[config.mk]
export PLATFORM = sky130hd
export DESIGN_NAME = afpm_operand_loader
export DESIGN_NICKNAME = d
export VERILOG_FILES = /design/src/rtl/afpm_pkg.sv /design/src/rtl/afpm_idle_timer.sv /design/src/rtl/afpm_operand_loader.sv
export SDC_FILE = /design/constraint.sdc
export NUM_CORES = 1
export LEC_CHECK = 0
export CAP_MARGIN = 20
export CORE_MARGIN = 3
export CORE_UTILIZATION = 49
export CTS_BUF_LIST = sky130_fd_sc_hd__clkbuf_8
export DETAILED_ROUTE_END_ITERATION = 10
export PLACE_DENSITY = 0.86
export RECOVER_POWER = 100
export SLEW_MARGIN = 20
export SYNTH_ARGS = -nofsm -noshare
export SYNTH_HDL_FRONTEND = slang
export SYNTH_SLANG_ARGS = --single-unit
[constraint.sdc]
create_clock -name clk -period 1.58 [get_ports clk]
set_input_delay 0.158 -clock clk [delete_from_list [all_inputs] [get_ports clk]]
set_output_delay 0.158 -clock clk [all_outputs]
set_load 0.1 [all_outputs]
[src/rtl/afpm_pkg.sv]
// Shared constants and helpers for the approximate FP multiplier front end.
package afpm_pkg;

    localparam int unsigned BYTE_W   = 8;
    localparam int unsigned DEF_OP_W = 16;

    localparam logic [15:0] FP16_ONE  = 16'h3C00;
    localparam logic [15:0] FP16_ZERO = 16'h0000;

    function automatic int unsigned nbytes(input int unsigned op_w);
        return op_w / BYTE_W;
    endfunction

endpackage

[src/rtl/afpm_idle_timer.sv]
// Idle counter that flags a stalled partial frame; instantiated only when
// AFPM_FRAME_TIMEOUT_EN is defined.
module afpm_idle_timer
    import afpm_pkg::*;
#(
    parameter int unsigned TIMEOUT_CYC = 8
) (
    input  logic clk,
    input  logic rst,
    input  logic clr_i,
    input  logic busy_i,
    input  logic beat_i,
    output logic expire_o
);

    localparam int unsigned IW = $clog2(TIMEOUT_CYC + 1);

    logic [IW-1:0] idle_q, idle_d;

    always_comb begin
        expire_o = 1'b0;
        idle_d   = idle_q;
        if (clr_i || beat_i || !busy_i) begin
            idle_d = '0;
        end else if (idle_q == IW'(TIMEOUT_CYC - 1)) begin
            // Last idle cycle: fire now so the frame is gone after TIMEOUT_CYC edges.
            expire_o = 1'b1;
            idle_d   = '0;
        end else begin
            idle_d = idle_q + 1'b1;
        end
    end

    always_ff @(posedge clk or posedge rst) begin
        if (rst) begin
            idle_q <= '0;
        end else begin
            idle_q <= idle_d;
        end
    end

endmodule

[src/rtl/afpm_operand_loader.sv]
// Byte-serial to parallel operand loader with a double-buffered output stage.
// Optional partial-frame timeout enabled by AFPM_FRAME_TIMEOUT_EN.
module afpm_operand_loader
    import afpm_pkg::*;
#(
    parameter int unsigned OP_W        = DEF_OP_W,
    parameter int unsigned TIMEOUT_CYC = 8
) (
    input  logic            clk,
    input  logic            rst,
    input  logic            sync_clr,
    input  logic            in_valid,
    output logic            in_ready,
    input  logic [7:0]      in_a,
    input  logic [7:0]      in_b,
    output logic            op_valid,
    input  logic            op_ready,
    output logic [OP_W-1:0] op_a,
    output logic [OP_W-1:0] op_b,
    output logic            busy,
    output logic            frame_drop
);

    localparam int unsigned NB = nbytes(OP_W);
    localparam int unsigned CW = $clog2(NB);

    if ((OP_W % BYTE_W) != 0 || OP_W < 16 || TIMEOUT_CYC == 0) begin : g_bad_params
        $error("afpm_operand_loader: illegal OP_W or TIMEOUT_CYC");
    end

    logic [CW-1:0]   count_q, count_d;
    logic [OP_W-1:0] asm_a_q, asm_a_d, asm_b_q, asm_b_d;
    logic [OP_W-1:0] op_a_q, op_a_d, op_b_q, op_b_d;
    logic [OP_W-1:0] asm_a_nxt, asm_b_nxt;
    logic            op_valid_q, op_valid_d;
    logic            frame_drop_q, frame_drop_d;
    logic            last_beat, accept, complete, expire;

    assign last_beat = (count_q == CW'(NB - 1));
    assign in_ready  = !(last_beat && op_valid_q && !op_ready);
    assign accept    = in_valid && in_ready;
    assign complete  = accept && last_beat && !sync_clr;
    assign busy      = (count_q != '0);

`ifdef AFPM_FRAME_TIMEOUT_EN
    afpm_idle_timer #(
        .TIMEOUT_CYC (TIMEOUT_CYC)
    ) u_idle_timer (
        .clk      (clk),
        .rst      (rst),
        .clr_i    (sync_clr),
        .busy_i   (busy),
        .beat_i   (accept),
        .expire_o (expire)
    );
`else
    assign expire = 1'b0;
`endif

    always_comb begin
        asm_a_nxt = asm_a_q;
        asm_b_nxt = asm_b_q;
        asm_a_nxt[{count_q, 3'b000} +: BYTE_W] = in_a;
        asm_b_nxt[{count_q, 3'b000} +: BYTE_W] = in_b;

        count_d      = count_q;
        asm_a_d      = asm_a_q;
        asm_b_d      = asm_b_q;
        op_a_d       = op_a_q;
        op_b_d       = op_b_q;
        op_valid_d   = op_valid_q;
        frame_drop_d = expire;

        if (op_valid_q && op_ready) begin
            op_valid_d = 1'b0;
        end

        if (sync_clr || expire) begin
            count_d = '0;
        end else if (accept) begin
            asm_a_d = asm_a_nxt;
            asm_b_d = asm_b_nxt;
            count_d = last_beat ? '0 : count_q + 1'b1;
        end

        // A completing frame overrides consumption so back-to-back frames have no bubble.
        if (complete) begin
            op_a_d     = asm_a_nxt;
            op_b_d     = asm_b_nxt;
            op_valid_d = 1'b1;
        end
    end

    always_ff @(posedge clk or posedge rst) begin
        if (rst) begin
            count_q      <= '0;
            asm_a_q      <= '0;
            asm_b_q      <= '0;
            op_a_q       <= '0;
            op_b_q       <= '0;
            op_valid_q   <= 1'b0;
            frame_drop_q <= 1'b0;
        end else begin
            count_q      <= count_d;
            asm_a_q      <= asm_a_d;
            asm_b_q      <= asm_b_d;
            op_a_q       <= op_a_d;
            op_b_q       <= op_b_d;
            op_valid_q   <= op_valid_d;
            frame_drop_q <= frame_drop_d;
        end
    end

    assign op_a       = op_a_q;
    assign op_b       = op_b_q;
    assign op_valid   = op_valid_q;
    assign frame_drop = frame_drop_q;

endmodule
; ---- After elaboration in Yosys (flattened, before gate mapping)
; Cells that the tools add are included.
[word_totals]
inputBits = 21
reg_bits = 66
ram_bits = 0
rom_bits = 0
latchBits = 0
n_memories = 0
[classes]
mul = 0
add_sub_neg = 2
shift = 3
muxes = 7
bitwise_logic = 1
div = 0
reduce_logical = 12
eq_ne = 0
n_lt_le_gt_ge = 0
[ops]
columns = operator, n
row1 = 16-bit bitwise mux, 2
row2 = 8-bit by 6-bit variable part select with 16-bit output, 2
row3 = "8-bit by 6-bit variable shift with 16-bit output, first input constant", 1
row4 = 1-bit logical AND, 6
row5 = 4-bit negation with 6-bit output, 1
row6 = 1-bit 2-to-1 mux, 5
row7 = 2-bit nonzero test, 2
row8 = 1-bit logical NOT, 3
row9 = 2-bit AND reduction, 1
row10 = "1-bit adder, second input constant", 1
row11 = 1-bit inverter, 1

; ---- Longest topological paths before layout
[depth]
ltp_word = 7
depth_mapped = 5
ltp_nobuf = 3

; ---- Least setup slack after synthesis
; No wires, ideal clock.
[synth_timing]
kind = register -> output
start = register op_valid_q (netlist: op_valid)
end = output port in_ready
arrival_time_ps = 1953
stages_incl_launch_ff = 2
path_slack_ps = -531
cell_sequence = dfrtp_1 nand3b_1
[synth_between]
elab_chain_len = 3
[synth_rtl]
columns = element, line_no
row1 = "start, declared", afpm_operand_loader.sv:35  ; logic op_valid_q, op_valid_d;
row2 = "start signal, assigned", afpm_operand_loader.sv:109  ; op_valid_q <= op_valid_d;
row3 = 1-bit logical AND (2 in a row), afpm_operand_loader.sv:40  ; assign in_ready = !(last_beat && op_valid_q && !op_ready);
row4 = 1-bit logical NOT, afpm_operand_loader.sv:40
row5 = "end, declared", afpm_operand_loader.sv:13  ; output logic in_ready,
; Every way passes these cells.

; ---- Worst setup path in the final report
[layout_timing]
start = register count_q (netlist: busy)
end = output port busy
[layout_lines]
columns = element, line_no
row1 = "start, declared", afpm_operand_loader.sv:31  ; logic [CW-1:0] count_q, count_d;
row2 = "start signal, assigned", afpm_operand_loader.sv:104  ; count_q <= count_d;
row3 = "end, declared", afpm_operand_loader.sv:20  ; output logic busy,
; No word-level cell between the ends.

==> out/metrics.yaml <==
outcome: "complete, no violations"
gr-total-overflow: 0
dieArea_um2: 4960
grt_usage: 0.175
cts_root_buf: "clkbuf_8"
slew_headroom: 0.628
portBuffers: 55
wl_mm: 3.93
cts_tree: "yes"
start_kind: "flop"
crit_required_ns: 1.42
drtIter0Drc: 61
cp_top_family: "buffers and inverters"
start_util: 0.532
timing.rr.end: "asm_a_q[5]"
async_reset_ff_frac: 1.00
synth_edf_count: 0
regToRegStartpoint: "busy"
place_hpwl_mm: 3.06
synthCells: 117
synth_area_per_cell_um2: 17.4
synth_top_area_cell: "dfrtp_1"
htree_levels: 2
syn-cell-area_um2: 2030
core_um2: 3830
num_rows: 22
grt_antenna_before_repair: 0
areaGrowthSynthToFinish_pct: 23.2
worst-setup-path-type: "reg -> out"
synth_common_cells: "dfrtp_1 (50), mux2_2 (31), mux2_4 (17), buf_4 (3), buf_6 (3)"
cts_hold_buffers: 0
vias: 1142
arrival_ns: 1.26
cp-end-kind: "primary output"
hold_viol: 0
clk_pin_slew_ns: 0.08
cap_viol_max_count: 0
clock_sinks: 50
crit_chain: "clkbuf_2"
synthDistinctLibCells: 16
synth_flop_cell: "dfrtp_1"
grt_pass1_vias: 1257
finalNetCount: 199
critPathBufInv: 1
die_w_um: 70.4
synth_seq_area_share: 0.615
drive_gt1_frac: 0.478
post_cts_resized: 0
cts_buffers: 5
clock_path_buffers: 2
crit_fanout: 7
fmax_mhz: 708
firstDrtPassIters: 2
reg2reg_setup_slack_ns: 0.17
vias_per_cell: 5.05
met3_length_um: 349
antenna_left: 0
tightest_slew_ns: 0.560
wl_met1_mm: 1.53
top_layer_used: "met4"
wl_per_cell_um: 17.4
slew_violations: 0
grt_max_degree: 51
synth-seq-cells: 50
skew_ns: 0.00359
fin_crit_ns: 1.41
synth.most_common_cell: "dfrtp_1"
antenna_cells: 0
final_util: 0.655
setup_viol: 0
wl_met2_mm: 2.00
syn-num-nets: 138
synth_top_area_frac: 0.615
ys_top_cells_by_area: "dfrtp_1 (62%), mux2_2 (17%), mux2_4 (13%)"
io_pins: 57
r2r_cells: 3
rsz0062_at_grt: "false"
crit_path_max_incr_delay_ns: 0.50
cts_setup_buffers: 0
die_h_um: 70.4
slowest_stage: "clkbuf_2"
timing.final.crit_share: 0.894
place.gp.congestion: 0.752
clock_latency_ns: 0.29
yosys_warnings: 0
hold_class: "in -> async"
remaining_drc_errors: 0
grt_pass1_wl_mm: 6.53
state kept, by name (all words and copies together) (netlist names):
| name | count |
|---|---|
| asm_a_q | 8 |
| asm_b_q | 8 |
| busy | 1 |
| op_a | 16 |
| op_b | 16 |
| op_valid | 1 |
layout make-up:
| type | instances | area, µm² |
|---|---|---|
| fill | 282 | 1320 |
| timing repair buffer | 62 | 479 |
| multi-input combinational | 58 | 637 |
| clock inverter | 2 | 7.51 |
| clock buffer | 5 | 68.8 |
| tap | 48 | 60.1 |
| sequential | 50 | 1250 |
| inverter | 1 | 3.75 |
metrics by stage:
stage	setup TNS [ns]	hold slack [ns]	area, µm²	worst slack, ns	std cells
after floorplan	-1.36	0.256	2050	-0.150	117
after CTS	0	0.209	3070	0.166	226
after global placement	-1.46	0.482	2990	-0.0491	219
after detailed placement	-3.26	0.495	2990	-0.0988	219
final	0	0.361	2510	0.167	226
after global routing	0	0.386	2510	0.114	226
placed cells by master, fill, tap and decap left out:
master	synthesis	routed
conb_1	1	1
clkbuf_8	0	5
mux2_1	0	12
a31oi_1	1	1
inv_1	1	3
o21bai_1	1	1
and3_4	1	1
nand3b_1	1	1
nand2b_2	0	1
dlygate4sd3_1	0	1
nor2b_4	1	1
clkbuf_2	0	33
clkbuf_4	0	1
clkdlybuf4s50_1	0	19
buf_12	2	4
clkbuf_1	0	1
buf_4	3	3
and2b_1	1	1
mux2_2	31	30
nand2_1	2	2
dfrtp_1	50	50
mux2_4	17	6
worst max-delay path by stage:
stage | to | cells after the start | slack [ns] | startpoint
floorplan | in_ready | 1 | -0.15 | busy
global placement | asm_b_q[7] | 5 | -0.05 | in_valid
detailed placement | op_b[13] | 5 | -0.1 | in_valid
CTS | asm_a_q[5] | 3 | 0.17 | busy
global route | busy | 1 | 0.11 | busy
finish | busy | 1 | 0.17 | busy
cells by family (layout without fill, tap and decap cells):
group	after synthesis	in the layout	synth area share
DFF	50	50	0.615
muxes	48	48	0.297
buffers and inverters	9	70	0.0492
and+or+nand+nor	7	7	0.0301
AOI/OAI and AO/OA	2	2	0.00677
other	1	1	0.00184
routing by layer:
metal  vias up  GRT usage
met2        46      0.282
met5         -          0
met3         5     0.0906
met1       566      0.202
li1        525          -
met4         0     0.0532
Power is not shown: default switching activity piles up to over one toggle a cycle in this logic, so the estimate is an artifact.
